File: config.mk
export PLATFORM = sky130hd
export DESIGN_NAME = ram_bist_ctrl
export DESIGN_NICKNAME = d
export VERILOG_FILES = /design/src/rtl/ram_bist_ctrl.sv
export SDC_FILE = /design/constraint.sdc
export NUM_CORES = 1
export LEC_CHECK = 0
export ABC_CLOCK_PERIOD_IN_PS = 3720
export CAP_MARGIN = 20
export CORE_MARGIN = 2
export CORE_UTILIZATION = 30
export CTS_CLUSTER_SIZE = 8
export DETAILED_ROUTE_END_ITERATION = 8
export GPL_TIMING_DRIVEN = 0
export MAX_ROUTING_LAYER = met4
export SYNTH_ARGS = -nofsm -noshare
export SYNTH_HDL_FRONTEND = slang
export SYNTH_SLANG_ARGS = --single-unit
File: constraint.sdc
create_clock -name clk -period 3.72 [get_ports clk]
set_clock_uncertainty 0.2 [all_clocks]
set_input_delay 1.116 -clock clk [delete_from_list [all_inputs] [get_ports clk]]
set_output_delay 1.116 -clock clk [all_outputs]
set_load 0.02 [all_outputs]
File: src/rtl/ram_bist_ctrl.sv
// Self-test initiator for a simple write-port/read-port RAM: writes seed^addr to every
// location, reads everything back through a latency-matched compare pipe and reports the result.
module ram_bist_ctrl #(
    parameter int ADDR_W = 4,
    parameter int DATA_W = 8,
    parameter int RD_LAT = 1,
    parameter int ERR_W  = 8
) (
    input  logic              clk,
    input  logic              rstn,
    input  logic              start,
    input  logic              abort,
    input  logic [DATA_W-1:0] seed,
    output logic              wr_en,
    output logic [ADDR_W-1:0] wr_addr,
    output logic [DATA_W-1:0] wr_data,
    output logic              rd_en,
    output logic [ADDR_W-1:0] rd_addr,
    input  logic [DATA_W-1:0] rd_data,
    output logic              busy,
    output logic              done,
    output logic              pass,
    output logic [ERR_W-1:0]  err_count,
    output logic [ADDR_W-1:0] first_fail_addr
);
    localparam logic [ADDR_W-1:0]  LAST_ADDR  = {ADDR_W{1'b1}};
    localparam logic [ERR_W-1:0]   ERR_MAX    = {ERR_W{1'b1}};
    localparam int                 DRAIN_W    = $clog2(RD_LAT + 1);
    localparam logic [DRAIN_W-1:0] DRAIN_LAST = DRAIN_W'(RD_LAT - 1);
    localparam int                 XOR_W      = (DATA_W < ADDR_W) ? DATA_W : ADDR_W;

    typedef enum logic [2:0] {
        ST_IDLE  = 3'd0,
        ST_WRITE = 3'd1,
        ST_READ  = 3'd2,
        ST_DRAIN = 3'd3,
        ST_DONE  = 3'd4
    } state_t;

    state_t             state_r, state_s;
    logic [DATA_W-1:0]  seed_r, seed_s;
    logic [DRAIN_W-1:0] drain_cnt_r, drain_cnt_s;
    logic               launch_s, flush_s, mis_s;
    logic               wr_en_s, rd_en_s, busy_s, done_s, pass_s;
    logic [ADDR_W-1:0]  wr_addr_s, rd_addr_s, ffa_s;
    logic [DATA_W-1:0]  wr_data_s;
    logic [ERR_W-1:0]   err_s;
    logic [RD_LAT:1]    pv_r;
    logic [ADDR_W-1:0]  pa_r [1:RD_LAT];

    // Pattern: seed XOR address, address zero-extended or truncated to the data width.
    function automatic logic [DATA_W-1:0] exp_data(input logic [DATA_W-1:0] s,
                                                   input logic [ADDR_W-1:0] a);
        logic [DATA_W-1:0] ax;
        ax = '0;
        for (int i = 0; i < XOR_W; i++) begin
            ax[i] = a[i];
        end
        return s ^ ax;
    endfunction

    // State register
    always_ff @(posedge clk or negedge rstn) begin
        if (!rstn) begin
            state_r <= ST_IDLE;
        end else begin
            state_r <= state_s;
        end
    end

    // Next-state logic; abort outranks both start and normal sequencing
    always_comb begin
        state_s = state_r;
        case (state_r)
            ST_IDLE, ST_DONE: begin
                if (start && !abort) state_s = ST_WRITE;
                else                 state_s = state_r;
            end
            ST_WRITE: begin
                if (abort)                      state_s = ST_IDLE;
                else if (wr_addr == LAST_ADDR)  state_s = ST_READ;
                else                            state_s = ST_WRITE;
            end
            ST_READ: begin
                if (abort)                      state_s = ST_IDLE;
                else if (rd_addr == LAST_ADDR)  state_s = ST_DRAIN;
                else                            state_s = ST_READ;
            end
            ST_DRAIN: begin
                if (abort)                           state_s = ST_IDLE;
                else if (drain_cnt_r == DRAIN_LAST)  state_s = ST_DONE;
                else                                 state_s = ST_DRAIN;
            end
            default: state_s = ST_IDLE;
        endcase
    end

    // Output logic: next values of the registered RAM-side and status outputs
    always_comb begin
        launch_s    = (state_s == ST_WRITE) && (state_r != ST_WRITE);
        flush_s     = abort && ((state_r == ST_WRITE) || (state_r == ST_READ) ||
                                (state_r == ST_DRAIN));
        wr_en_s     = 1'b0;
        rd_en_s     = 1'b0;
        wr_addr_s   = wr_addr;
        rd_addr_s   = rd_addr;
        drain_cnt_s = drain_cnt_r;
        if (launch_s) seed_s = seed;
        else          seed_s = seed_r;
        case (state_s)
            ST_WRITE: begin
                wr_en_s = 1'b1;
                if (launch_s) wr_addr_s = '0;
                else          wr_addr_s = wr_addr + 1'b1;
            end
            ST_READ: begin
                rd_en_s = 1'b1;
                if (state_r == ST_READ) rd_addr_s = rd_addr + 1'b1;
                else                    rd_addr_s = '0;
            end
            ST_DRAIN: begin
                if (state_r == ST_DRAIN) drain_cnt_s = drain_cnt_r + 1'b1;
                else                     drain_cnt_s = '0;
            end
            ST_IDLE, ST_DONE: begin
                drain_cnt_s = '0;
            end
            default: begin
                drain_cnt_s = '0;
            end
        endcase
        wr_data_s = exp_data(seed_s, wr_addr_s);
        busy_s    = (state_s == ST_WRITE) || (state_s == ST_READ) || (state_s == ST_DRAIN);
        done_s    = (state_s == ST_DONE);
    end

    // Result bookkeeping: the oldest pipe entry meets its rd_data on this edge
    always_comb begin
        mis_s = pv_r[RD_LAT] && !flush_s && (rd_data != exp_data(seed_r, pa_r[RD_LAT]));
        if (launch_s) begin
            err_s = '0;
            ffa_s = '0;
        end else if (mis_s) begin
            if (err_count != ERR_MAX) err_s = err_count + 1'b1;
            else                      err_s = err_count;
            if (err_count == '0) ffa_s = pa_r[RD_LAT];
            else                 ffa_s = first_fail_addr;
        end else begin
            err_s = err_count;
            ffa_s = first_fail_addr;
        end
        pass_s = (state_s == ST_DONE) && (err_s == '0);
    end

    // Registered outputs and per-run context
    always_ff @(posedge clk or negedge rstn) begin
        if (!rstn) begin
            wr_en           <= 1'b0;
            wr_addr         <= '0;
            wr_data         <= '0;
            rd_en           <= 1'b0;
            rd_addr         <= '0;
            busy            <= 1'b0;
            done            <= 1'b0;
            pass            <= 1'b0;
            err_count       <= '0;
            first_fail_addr <= '0;
            seed_r          <= '0;
            drain_cnt_r     <= '0;
        end else begin
            wr_en           <= wr_en_s;
            wr_addr         <= wr_addr_s;
            wr_data         <= wr_data_s;
            rd_en           <= rd_en_s;
            rd_addr         <= rd_addr_s;
            busy            <= busy_s;
            done            <= done_s;
            pass            <= pass_s;
            err_count       <= err_s;
            first_fail_addr <= ffa_s;
            seed_r          <= seed_s;
            drain_cnt_r     <= drain_cnt_s;
        end
    end

    // Compare pipe: stage 0 is the rd_en/rd_addr register itself, stages 1..RD_LAT follow
    always_ff @(posedge clk or negedge rstn) begin
        if (!rstn) begin
            pv_r <= '0;
            for (int i = 1; i <= RD_LAT; i++) begin
                pa_r[i] <= '0;
            end
        end else begin
            if (flush_s) begin
                pv_r <= '0;
            end else begin
                pv_r[1] <= rd_en;
                for (int i = 2; i <= RD_LAT; i++) begin
                    pv_r[i] <= pv_r[i-1];
                end
            end
            pa_r[1] <= rd_addr;
            for (int i = 2; i <= RD_LAT; i++) begin
                pa_r[i] <= pa_r[i-1];
            end
        end
    end

endmodule

==> impl_metrics.toml <==
[outcome]
outcome = "complete, no violations"

[critical_path]
critPathBufInv = 4
critPathMaxFanout = 10
r2r_cells = 6
cp-end-kind = "flop"
slowest_stage = "clkdlybuf4s50_1"
arrival_ns = 3.34
critPathMaxStageDelay_ns = 0.49
crit_type = "input port to flop"
r2r_end = "err_count[5]"
crit_start = "abort"
cp-start-kind = "input port"
rrSetupSlack_ns = 1.23
cpMostUsedCell = "clkbuf_1"
path_delay_family = "buffers and inverters"
r2r_start = "state_r[0]"
crit_chain = "clkdlybuf4s50_1, nor2b_1, and2_0, clkbuf_1, clkbuf_1, buf_1, nor2_1"
cp.required_ns = 3.69

[routing]
avgViaCountPerCell = 4.68
first_pass_iters = 4
wl_um = 5030
vias = 1750
first_iter_violations = 137
wire_per_inst_um = 13.4
drc_errors = 0
drt.antenna.violating_nets = 0

[cts]
cts_resized = 0
postCtsHoldBufs = 0
clkTransAtPathRegs_ns = 0.09
clockBufferDepth = 2
cts_buffers = 5
worstSkewPairLatency_ns = 0.30
cts_tree = "done"
htree_levels = 2
tritoncts_num_sinks = 46
post_cts_buffers = 0
cts_root_buffer = "clkbuf_8"

[layout]
fillers = 738
synthToLayoutAreaGrowth_pct = 34.1
seq_area_mm2 = 0.00115
stdcell_count = 374
multi_input_area_mm2 = 0.00102
nets = 298
diodes = 0
postLayoutCellArea_mm2 = 0.00303
drive_above_1_share_pct = 9.45

[floorplanning]
start_util_pct = 31.0
dieArea_mm2 = 0.00825
core.rowCount = 31
die-width_um = 90.8
die_h_um = 90.8
core_mm2 = 0.00729
ioPinCount = 53

[global_route]
track_usage_pct = 13.2
grt_pass1_vias = 1722
grt_start_max_net_pins = 34
antenna_found_initial = 0
grt_first_pass_wirelength_um = 8550
grt-ovfl-total = 0

[sta]
finalWorstSetupSlack_ns = 0.358
drv_slew = 0
fmax_mhz = 297
min_period_ns = 3.36
finalHoldViolations = 0
worstMarginPinSlew_ns = 0.594
setup_tns_ns = 0
rsz0062_at_grt = "no"
timing.slew.headroom_pct = 60.1
fin_crit_sh_pct = 90.4
setup_violations = 0

[yosys]
synth_edf_count = 0
yosysSeqAreaShare_pct = 50.9
synth_seq_cells = 46
syn_inst = 214
ys.flop_type = "dfrtp_1"
synth_cell_types = 49
avgSynthCellArea_um2 = 10.6
yosysWarnings = 0
synth_nets = 238
mappedNetlistArea_mm2 = 0.00226
async_flop_share_pct = 100

[place]
dp_slack_ns = -0.0283
hpwlAfterDp_um = 3800
gp_congestion = 0.844
dpl-instance-area_mm2 = 0.00292
numPortBuffers = 52
dp.cells = 366

[power]
switching_power_w = 0.000345
p_comb_share_pct = 22.3
peakVddDrop_mv = 0.191
switching_share_pct = 28.1
p_int_w = 0.000883
power_per_cell_area_mw_per_mm2 = 405
p_clk_share_pct = 31.1
p_leak_nw = 1.35
finalPower_w = 0.00123
p_seq_share_pct = 46.6

[run]
cap_viol_max_count = 0

[hold_path]
holdCritStartpoint = "rd_addr[1]"
min_path_cells = 0
hold_end = "pa_r[1]"
hold_class = "flop to flop"
## cell usage after synthesis, types with 2 or more instances
master	n	area share [%]
nor4b_1	2	0.77
o2111ai_1	2	0.77
nand4_1	2	0.55
o211a_1	2	0.88
nand2b_1	2	0.55
and4_1	2	0.77
a21oi_1	2	0.44
and3_4	2	1.0
nand3_1	9	2.0
mux2i_1	7	3.1
mux2_2	2	1.0
a31oi_1	3	0.83
ha_1	4	2.2
inv_1	7	1.2
xor2_1	11	4.3
nor4_1	6	1.7
nand2_1	36	6.0
dfrtp_1	46	51
buf_4	4	1.3
nor2b_1	3	0.83
o31ai_1	2	0.66
xnor2_1	5	1.9
o21a_1	2	0.66
and3_1	2	0.55
clkbuf_1	4	0.66
o21ai_0	4	0.88
xnor3_1	3	3.0
nor2_1	17	2.8
## state kept, by name (all words and copies together) (netlist names), 3 cells and up
register	cells
err_count	8
first_fail_addr	4
pa_r	4
rd_addr	4
seed_r	8
state_r	3
wr_addr	4
wr_data	4
## cells by family (layout without fill, tap and decap cells)
family | count (synthesis) | in the layout | share of synthesized area (%)
xor gates and xnor gates | 19 | 19 | 9.18
and+or+nand+nor | 92 | 92 | 20.7
buffers and inverters | 17 | 78 | 3.82
AOI/OAI and AO/OA | 27 | 27 | 9.07
muxes | 9 | 9 | 4.09
DFF | 46 | 46 | 50.9
adders and majority gates | 4 | 4 | 2.21
## area by class of cell
| class | instances | share of cell area (%) |
|---|---|---|
| plain buffers | 10 | 1.98 |
| multi-input cells | 151 | 33.8 |
| flip-flops and latches | 46 | 37.9 |
| well taps | 99 | 4.08 |
| clock buffers | 5 | 2.27 |
| clock inverters | 3 | 1.44 |
| repair buffers | 53 | 17.6 |
| inverters | 7 | 0.866 |
## routing by layer
layer / global-route usage [%] / vias up / wire, um
met5: - / - / 0
met3: 3.26 / 4 / 269
met1: 18.4 / 834 / 2440
met2: 19.7 / 44 / 2290
met4: 2.65 / 0 / 28
li1: - / 868 / -
## power by group through the flow
| stage | clock network [W] | registers [W] | logic (W) |
|---|---|---|---|
| 6_report | 0.000382 | 0.000573 | 0.000274 |
| 5_1_grt | 0.000408 | 0.000580 | 0.000300 |
| 3_5_place_dp | 0 | 0.000584 | 0.000277 |
| 2_1_floorplan | 0 | 0.000613 | 0.000120 |
| 3_3_place_gp | 0 | 0.000583 | 0.000273 |
| 4_1_cts | 0.000387 | 0.000573 | 0.000279 |
## through the flow
stage	hold WS (ns)	util [%]
CTS	0.283	41.6
detailed placement	0.259	40.1
global placement	0.264	39.9
global route	0.314	41.6
floorplan	0.281	-
finish	0.283	41.6
## worst max path at each step
stage / endpoint / slack (ns) / depth (start not counted)
5_1_grt: seed_r[5] / 0.05 / 8
3_5_place_dp: first_fail_addr[0] / -0.03 / 7
6_report: err_count[5] / 0.36 / 7
3_3_place_gp: err_count[5] / -0.04 / 7
2_1_floorplan: pass / 0.92 / 7
4_1_cts: first_fail_addr[0] / 0.29 / 7
## cell usage in the layout (no fill, tap or decap), drive strengths merged, types with 4 or more instances in the layout
cell type	instances
clkdlybuf4s50	51
dfrtp	46
nand2	36
nor2	18
xor2	11
nand3	9
clkbuf	9
inv	8
buf	8
mux2i	7
nor4	7
xnor2	5
o21ai	4
ha	4
and3	4
## worst reg2reg max path: stages, from the launching register on
cell and delay, ns:
dfrtp_1 0.46, nor2_2 0.22, and2_0 0.15, clkbuf_1 0.30, clkbuf_1 0.48, buf_1 0.44, nor2_1 0.10
No activity file was read; power rests on OpenSTA's default activity.
